`config.mk`:
```
export PLATFORM = sky130hd
export DESIGN_NAME = instr_issue_queue
export DESIGN_NICKNAME = d
export VERILOG_FILES = /design/src/rtl/instr_issue_queue.sv
export SDC_FILE = /design/constraint.sdc
export NUM_CORES = 1
export LEC_CHECK = 0
export ABC_AREA = 1
export CORE_MARGIN = 2
export CORE_UTILIZATION = 52
export CTS_CLUSTER_SIZE = 30
export DETAILED_ROUTE_END_ITERATION = 6
export PLACE_DENSITY = 0.75
export SETUP_SLACK_MARGIN = 0.2
export SYNTH_ARGS = -nofsm -noshare
export SYNTH_HDL_FRONTEND = slang
export SYNTH_SLANG_ARGS = --single-unit
```
`constraint.sdc`:
```
create_clock -name clk -period 2.15 [get_ports clk]
set_clock_uncertainty 0.05 [all_clocks]
set_input_delay 0.3225 -clock clk [delete_from_list [all_inputs] [get_ports clk]]
set_output_delay 0.3225 -clock clk [all_outputs]
set_load 0.1 [all_outputs]
```
`src/rtl/instr_issue_queue.sv`:
```
// Instruction issue queue: FIFO feeding a processor data port, issued free-running (run) or one word per step edge.
// Latency: a pushed word is issuable one edge later; issue strobes the cycle after a pop. in_ready drops while full.
module instr_issue_queue #(
    parameter int INSTR_W = 20,
    parameter int DEPTH   = 8,
    parameter int PERIOD  = 1
) (
    input  logic                       clk,
    input  logic                       rst_n,
    input  logic                       in_valid,
    input  logic [INSTR_W-1:0]         in_data,
    output logic                       in_ready,
    input  logic                       run,
    input  logic                       step,
    input  logic                       flush,
    output logic [INSTR_W-1:0]         data,
    output logic                       issue,
    output logic [$clog2(DEPTH):0]     count,
    output logic                       empty,
    output logic                       full,
    output logic [15:0]                issued_cnt
);
    localparam int PW = $clog2(DEPTH);
    localparam int CW = PW + 1;
    localparam int GW = (PERIOD > 1) ? $clog2(PERIOD) : 1;
    localparam logic [CW-1:0] FULL_CNT = CW'(DEPTH);
    localparam logic [GW-1:0] GAP_LOAD = GW'(PERIOD - 1);

    localparam logic [1:0] S_IDLE = 2'd0;
    localparam logic [1:0] S_RUN  = 2'd1;
    localparam logic [1:0] S_STEP = 2'd2;

    logic [INSTR_W-1:0] mem [DEPTH];
    logic [PW-1:0]      wr_ptr;
    logic [PW-1:0]      rd_ptr;
    logic [GW-1:0]      gap_cnt;
    logic [1:0]         state;
    logic [1:0]         state_nxt;
    logic               step_q;
    logic               step_pend;
    logic               step_rise;
    logic               enter_step;
    logic               gap_ok;
    logic               do_push;
    logic               do_pop;

    assign empty      = (count == '0);
    assign full       = (count == FULL_CNT);
    assign in_ready   = !full;
    assign step_rise  = step && !step_q;
    assign enter_step = (state == S_IDLE) && !run && step_rise;
    assign gap_ok     = (gap_cnt == '0);
    assign do_push    = in_valid && in_ready && !flush;
    // step_pend covers a step that arrives while the pacing gap is still running
    assign do_pop     = !flush && !empty && gap_ok &&
                        ((state == S_RUN) || enter_step || step_pend);

    always_comb begin
        state_nxt = state;
        case (state)
            S_IDLE: begin
                if (run) begin
                    state_nxt = S_RUN;
                end else if (step_rise) begin
                    state_nxt = S_STEP;
                end
            end
            S_RUN: begin
                if (!run) begin
                    state_nxt = S_IDLE;
                end
            end
            S_STEP: begin
                if (!step) begin
                    state_nxt = S_IDLE;
                end
            end
            default: state_nxt = S_IDLE;
        endcase
    end

    always_ff @(posedge clk or negedge rst_n) begin
        if (!rst_n) begin
            state      <= S_IDLE;
            wr_ptr     <= '0;
            rd_ptr     <= '0;
            count      <= '0;
            gap_cnt    <= '0;
            data       <= '0;
            issue      <= 1'b0;
            issued_cnt <= '0;
            step_q     <= 1'b0;
            step_pend  <= 1'b0;
        end else begin
            step_q <= step;
            issue  <= do_pop;
            if (flush) begin
                wr_ptr    <= '0;
                rd_ptr    <= '0;
                count     <= '0;
                gap_cnt   <= '0;
                step_pend <= 1'b0;
            end else begin
                state <= state_nxt;
                if (do_push) begin
                    wr_ptr <= wr_ptr + 1'b1;
                end
                if (do_pop) begin
                    rd_ptr     <= rd_ptr + 1'b1;
                    data       <= mem[rd_ptr];
                    issued_cnt <= issued_cnt + 16'd1;
                    gap_cnt    <= GAP_LOAD;
                    step_pend  <= 1'b0;
                end else begin
                    if (!gap_ok) begin
                        gap_cnt <= gap_cnt - 1'b1;
                    end
                    if (enter_step && !empty) begin
                        step_pend <= 1'b1;
                    end
                end
                if (do_push && !do_pop) begin
                    count <= count + 1'b1;
                end else if (do_pop && !do_push) begin
                    count <= count - 1'b1;
                end
            end
        end
    end

    always_ff @(posedge clk) begin
        if (do_push) begin
            mem[wr_ptr] <= in_data;
        end
    end

endmodule

```
# Yosys cells after proc, flatten, opt, wreduce, memory -nomap -nowiden
# Memory sizes are Yosys's and may differ from the RTL's. A register that Yosys moved wholly into a read port is not among the register bits.
# Cells that the tools add are included.
# W data, S select, Z words.
# word_totals
output_inout_bits	44
register_bits	32
inputBits	26
ram_bits	160
memories	1
# op_classes
add_sub_neg	6
eq_ne	6
n_mux	20
reduce_logical	29
n_bitwise	2
# mem_list
name	words	width	read_ports	rd_ports_with_merged_regs	wr	line	source
mem	8	20	1	1	1	33	logic [INSTR_W-1:0] mem [DEPTH];
# ops
operator	count
$add A16 B1 Y16 const B	1
$mux W3	4
$mux W4	3
$logic_and A1 B1 Y1	11
$logic_not A1 Y1	8
$mux W1	8
$mux W2	4
$add A3 B1 Y3 const B	2
$pmux W2 S3	1
$reduce_bool A3 Y1	2
$add A4 B1 Y4 const B	1
$eq A4 B4 Y1 const B	1
$logic_not A4 Y1	1
$ne A2 B2 Y1 const B	2
$reduce_and A4 Y1	1
$reduce_bool A2 Y1	2
$sub A4 B1 Y4 const B	1
$ne A3 B3 Y1 const B	1
$eq A2 B1 Y1 const B	1
$eq A2 B2 Y1 const B	1
$logic_not A2 Y1	1
$logic_or A1 B1 Y1	2
$not A1 Y1	2
$reduce_and A2 Y1	1
$sub A1 B1 Y1 const B	1

# Longest topological paths before layout
# depth
depth_word	10
mapped_depth	16
ltp_nobuf	16

# Least setup slack after synthesis
# No wires, ideal clock.
# synth_path
path_type	flip-flop to output port
start	reg count[1]
end	out empty
t_arrival_ps	3829
stages_incl_launch_ff	2
path_buffers	0
slack_ps	-2052
cell_sequence	dfrtp_1 -> nor4_1
# synth_between
elab_chain_len	1
# synth_lines
item	line	source
from (decl)	18	output logic [$clog2(DEPTH):0] count,
from (signal assigned)	123	count <= count + 1'b1;
from (signal assigned)	125	count <= count - 1'b1;
$logic_not A4 Y1	47	assign empty = (count == '0);
to (decl)	19	output logic empty,
# No other way between the ends.

# Worst setup path after layout
# layout_path
start	reg count[3]
end	out empty
# Same word-level chain as after synthesis.

==> reports/metrics.csv <==
stage;metric;value;unit
finish;final_util;67.4;%
global_route;grt_pass1_vias;5958;
logic_synthesis;ys_ff_latch;211;
timing;setup_viol;0;
global_route;track_usage;22.1;%
setup_path;crit-reg2reg-launch;count[3];
logic_synthesis;yosysSeqAreaShare;68.8;%
placement;gp_congestion;0.785;
logic_synthesis;ys_async_sr_fraction;24.2;%
clocking;cts_max_level;1;
routing;firstDrtPassIters;5;
finish;seq_area;6110;um^2
power;power.density;1260;nW/um^2
setup_path;rrSetupSlack;0.12;ns
logic_synthesis;synth_edf_count;160;
placement;io_buffer_count;69;
finish;area_growth;26.4;%
logic_synthesis;synth_cells;781;
logic_synthesis;synth.distinct_cells;33;
logic_synthesis;ys_top_cells_by_count;160 x edfxtp_1, 143 x nand2_1, 108 x inv_1;
run_status;status;finished clean;
finish;nets;921;
setup_path;r2r_end;count[1];
power;power.switching;5.41;mW
routing;ant_nets;0;
setup_path;cp_slowest_cell;dfrtp_4;
timing;hold_viol;0;
floorplanning;num_rows;47;
hold_path;hp-class;in -> async;
setup_path;cp-end-kind;output pin;
clocking;clk_latency;0.50;ns
power;clock_power_share;28.3;%
routing;first_iter_violations;489;
power;power.share.combinational;34.8;%
finish;design_area;11200;um^2
floorplanning;die-area;18100;um^2
timing;fmaxAchievable;487;MHz
finish;layout-drive-gt1-share;19.9;%
floorplanning;io_pins;70;
setup_path;worstPathMaxFanout;3;
logic_synthesis;synthFlopType;edfxtp_1;
timing;drv_slew;0;
logic_synthesis;yosysMostFrequentCell;edfxtp_1;
floorplanning;coreArea;16600;um^2
logic_synthesis;ys_warn_count;0;
power;pwr-share-seq;36.9;%
timing;slew-limit-headroom;64.9;%
setup_path;slowest_delay;0.50;ns
logic_synthesis;yosys.area.top_type;edfxtp_1;
timing;post-route-period-util;95.5;%
power;ir_drop;1020;uV
logic_synthesis;syn_nets;813;
logic_synthesis;synth.avg_cell_area;11.3;um^2
clocking;cts-root-buf;clkbuf_16;
global_route;antenna_found_initial;0;
finish;multi_input_area;2330;um^2
logic_synthesis;synth.area.top_cells;edfxtp_1 54%, dfrtp_1 14%, nand2_1 6.1%, inv_1 4.6%, nand3_1 4.2%;
clocking;numCtsBuffers;22;
setup_path;ff2ff_path_depth;9;
routing;via_per_inst;5.32;
clocking;cts_buffer_depth;3;
power;swShare;38.3;%
routing;wl_per_cell;17.1;um
setup_path;worstSetupPathType;reg -> out;
routing;drt-total-wl;19300;um
setup_path;worstPathArrival;1.68;ns
global_route;grt_first_pass_wirelength;31000;um
routing;drc;0;
timing;fin_tns_setup;0;ns
floorplanning;die_h;134;um
finish;antenna_cells;0;
floorplanning;initial_core_util;53.3;%
floorplanning;dieWidth;134;um
finish;fillers;1165;
setup_path;crit_chain;buf_4, nor4_4, buf_12;
routing;num_vias;5989;
timing;rsz0062_at_grt;true;
setup_path;critical_path.startpoint_type;flip-flop;
logic_synthesis;yosys.area.top_type_share;54.4;%
placement;place_area;10200;um^2
setup_path;worstPathRequired;1.78;ns
job;cap_violations;0;
power;p_int;8.70;mW
timing;timing.hold.ws;0.208;ns
placement;dp_hpwl;11100;um
clocking;clkTransAtPathRegs;0.06;ns
global_route;grt_overflow;0;
power;power;14.1;mW
power;p_leak;4.45;nW
clocking;cts_tree;yes;
timing;worstMarginPinSlew;0.526;ns
clocking;cts_num_sinks;211;
timing;fin_crit;2.05;ns
logic_synthesis;syn_area;8840;um^2
global_route;grt_start_max_net_pins;50;
## layout make-up
type                            instances  share of cell area [%]
Tap cell                              220                    2.46
Sequential cell                       211                    54.7
Clock buffer                           28                    5.50
Multi-Input combinational cell        422                    20.9
Clock inverter                         12                    1.43
Timing Repair Buffer                  121                    11.3
Inverter                              111                    3.75
## stage by stage
step                setup WS (ns)  instances
floorplan                 -0.0812        781
global placement          -0.0371       1072
detailed placement        -0.0777       1072
CTS                         0.147       1120
global route              0.00119       1125
finish                     0.0974       1125
## how the worst max path moves through the flow
stage	startpoint	to	slack [ns]	depth (start not counted)
after global placement	step	count[3]	-0.04	16
after CTS	count[3]	count[3]	0.15	15
after floorplan	count[3]	count[3]	-0.08	16
after global routing	count[3]	count[3]	0.001	15
final	count[3]	empty	0.1	3
after detailed placement	step	count[3]	-0.08	16
## sequential cells by signal (all words and copies together), names as in the netlist
name,flops
mem,160
data,20
issued_cnt,16
count,4
rd_ptr,3
wr_ptr,3
state,2
issue,1
step_pend,1
step_q,1
## power by group through the flow
stage	Clock (mW)	Combinational, mW	Sequential (mW)
2_1_floorplan	0	1.78	6.95
3_3_place_gp	0	4.57	5.30
3_5_place_dp	0	4.66	5.31
4_1_cts	4.05	4.82	5.22
5_1_grt	4.21	5.21	5.26
6_report	3.99	4.91	5.21
## timing repair
| action | CTS | global route |
|---|---|---|
| endpoints found under the hold margin | 13 | 0 |
| hold buffers | 1 | 0 |
| setup buffers | 6 | 5 |
| setup endpoints to repair | 157 | 160 |
| resized for setup | 8 | 3 |
| pin swaps | 1 | 7 |
| cloned | 1 | 0 |
## kinds of logic after synthesis
| kind of cell | count (synthesis) | share of synthesized area, % |
|---|---|---|
| flip-flops | 211 | 68.8 |
| AND/OR/NAND/NOR | 268 | 13.3 |
| AO/OA/AOI/OAI | 137 | 9.06 |
| buffers and inverters | 148 | 6.72 |
| XOR/XNOR | 11 | 1.17 |
| adder cells (fa/ha/maj) | 6 | 0.934 |
## critical path, delay by kind of cell (launching register included)
family	cells	cell delay, ns
buf+inv	2	0.37
flops	1	0.50
simple gates	1	0.31
## layout by cell type, fill, tap and decap left out, drive strengths merged
master         netlist  final
nand4                7      7
dlygate4sd3          0      1
and2                 1      1
xor2                 5      5
or2                  1      1
clkbuf              20     28
clkinvlp             0      2
o211ai              40     40
a21oi               47     47
xnor2                6      6
nor2                31     31
nor3                 2      2
clkdlybuf4s50        0     24
nor4                 1      1
dfrtp               51     51
nand2              149    149
inv                111    111
buf                 17     96
edfxtp             160    160
o21ai               48     48
bufinv               0      4
fa                   1      1
o21a                 1      1
clkinv               0      6
ha                   5      5
nand3               76     76
o22ai                1      1
## per-layer routing
layer	global-route usage (%)	up-vias	part of all wire [%]
li1	-	2888	-
met2	38.0	177	51
met5	0	-	0
met4	7.13	0	2.1
met1	29.2	2886	42
met3	3.21	38	5.7
(Power assumes the default switching activity.)
==> patch, RTL diff (same flow settings) <==
Reset style: synchronous (`rst_n`), changed in one clocked block.
--- a/src/rtl/instr_issue_queue.sv
+++ b/src/rtl/instr_issue_queue.sv
@@ -81,3 +81,3 @@
 
-    always_ff @(posedge clk or negedge rst_n) begin
+    always_ff @(posedge clk) begin
         if (!rst_n) begin
Check against the original RTL: differs if rst_n is asserted again (counterexample within 4 cycles, from zero or initial values and one cycle with rst_n low); with rst_n held inactive, the same outputs for 4 cycles.
==> patch against the original RTL <==
  * Count of clock-buffer cells in the layout down 2
  * Worst hold slack better by 140 ps
  * Routed wire length down 3.9%
  * Setup slack better by 28 ps
  * Die area down 2.0%
  * Sequential cell count up 1
  * Cell area down 3.6%
  * Synthesized area down 2.1%
  * Critical path type is now flip-flop to flip-flop
Power is not compared: it rests on default switching activity, and its combinational part moved more than twofold at a synthesized area within 25%.
==> patch: results (changes against the original RTL) <==
| Quantity | Reported | Change |
|---|---|---|
| Wire length of the first global-routing pass | 29.4 mm | was 31.0 mm |
| Placement-stage worst setup slack | -255 ps | was -77.7 ps |
| Total wirelength of the detailed-routed design | 18.5 mm | was 19.3 mm |
| Antenna Cells | 0 | unchanged |
| # placed instances | 1066 | was 1072 |
| Hold slack final | 346 ps | was 208 ps |
| Layout cells sized above 1 | 0.217 | was 0.199 |
| Detailed-route wire length per cell | 16.6 microns | was 17.1 microns |
| Maximum number of pins on one net before global-route repair | 87 | was 50 |
| Warnings, synthesis | 0 | unchanged |
| Net count of the finished layout | 915 | was 921 |
| Class of the worst hold path | input pin to flip-flop | was input pin to asynchronous set/reset pin |
| Static Leak | 3.89 nW |  |
| Outcome | finished clean | unchanged |
| R2r worst-path depth | 14 | was 9 |
| Placer's final routability congestion estimate | 0.812 | was 0.785 |
| Worst reg2reg startpoint | count[1] | was count[3] |
| Proportion of synthesized chip area in sequential cells | 0.676 | was 0.688 |
| Syn Inst Count | 780 | was 781 |
| Area contributors post-synth | sky130_fd_sc_hd__edfxtp_1 56%, sky130_fd_sc_hd__dfxtp_1 12%, sky130_fd_sc_hd__o21ai_0 5.8% | was sky130_fd_sc_hd__edfxtp_1 54%, sky130_fd_sc_hd__dfrtp_1 14%, sky130_fd_sc_hd__nand2_1 6.1% |
| Number of clock buffers inserted by TritonCTS | 21 | was 22 |
| Overall routing resource usage | 0.209 | was 0.221 |
| Slew headroom | 0.646 | was 0.649 |
| Post-synthesis async set-or-reset flop share | 0 | was 0.242 |
| Kind of critical path | flip-flop to flip-flop | was flip-flop to output port |
| Detailed Place HPWL | 11.4 mm | was 11.1 mm |
| Dpl cell area | 0.00995 sq mm | was 0.0102 sq mm |
| Capturing point of the worst reg2reg path | count[3] | was count[1] |
| Filler cell count | 1162 | was 1165 |
| Violation count after the first detailed-routing iteration | 412 | was 489 |
| Ranking of synthesized cells by instance count | 160 x sky130_fd_sc_hd__edfxtp_1, 101 x sky130_fd_sc_hd__o21ai_0, 93 x sky130_fd_sc_hd__nand2_1 | was 160 x sky130_fd_sc_hd__edfxtp_1, 143 x sky130_fd_sc_hd__nand2_1, 108 x sky130_fd_sc_hd__inv_1 |
| First-pass detailed-route iteration total | 7 | was 5 |
patch: cell count changes in the layout (fill, tap and decap cells not counted), sizes merged, moves of 37 or more:
cell / delta
nor2: +55
o21ai: +63
nand2: -55
nand3: -64
inv: -39
a21oi: +37
dfrtp: -51
dfxtp: +52
patch: layout make-up:
cell class | count | area, sq um | area share
flip-flops and latches | 212 | 5880 | 0.546
multi-input cells | 455 | 2500 | 0.232
repair buffers | 120 | 1180 | 0.110
clock buffers | 26 | 574 | 0.0533
inverters | 72 | 275 | 0.0256
well taps | 220 | 275 | 0.0256
clock inverters | 10 | 87.6 | 0.00813
patch: logic make-up after synthesis:
group	Yosys count	share of synthesized area
buffers and inverters	113	0.0560
adders and majority gates	7	0.0110
AOI/OAI and AO/OA	235	0.153
DFF	212	0.676
other	1	0.000433
and+or+nand+nor	203	0.0952
xor gates and xnor gates	9	0.00911
patch: how the worst max path moves through the flow:
| stage | from | end | slack, ps | cells past startpoint |
|---|---|---|---|---|
| floorplan | count[1] | count[3] | -90 | 13 |
| global placement | step | count[3] | -160 | 15 |
| detailed placement | step | count[3] | -260 | 15 |
| CTS | count[0] | count[2] | 200 | 12 |
| global route | state[0] | count[3] | 60 | 13 |
| finish | count[1] | count[3] | 130 | 14 |
patch: per-layer routing:
metal / vias to the layer above / share of wire / track usage
met5: - / 0 / 0
met3: 36 / 0.060 / 0.0326
met2: 201 / 0.48 / 0.355
met1: 2877 / 0.43 / 0.272
met4: 0 / 0.026 / 0.0812
li1: 2926 / - / -
patch: power by group through the flow:
stage / Clock [mW] / Sequential, mW / Combinational (mW)
2_1_floorplan: 0 / 4.65 / 0.220
3_3_place_gp: 0 / 4.56 / 0.521
3_5_place_dp: 0 / 4.56 / 0.530
4_1_cts: 3.55 / 4.47 / 0.553
5_1_grt: 3.68 / 4.47 / 0.617
6_report: 3.50 / 4.47 / 0.575
patch: critical path, cell delays in order, from the launching register on:
cell and delay [ps]:
sky130_fd_sc_hd__dfxtp_4 350, sky130_fd_sc_hd__nor2_4 140, sky130_fd_sc_hd__buf_6 120, sky130_fd_sc_hd__nand3_4 70, sky130_fd_sc_hd__nand3_4 90, sky130_fd_sc_hd__inv_4 50, sky130_fd_sc_hd__ha_4 160, sky130_fd_sc_hd__inv_4 80
sky130_fd_sc_hd__ha_4 210, sky130_fd_sc_hd__nand2_2 60, sky130_fd_sc_hd__nand2_2 60, sky130_fd_sc_hd__nor2_2 130, sky130_fd_sc_hd__xnor2_1 150, sky130_fd_sc_hd__nand2_1 100, sky130_fd_sc_hd__a21oi_2 140
patch: timing repair:
item,4_1_cts,5_1_grt
setup buffers,8,5
endpoints found under the setup margin,3,83
pin swaps,6,15
cloned,0,0
resized for setup,7,11
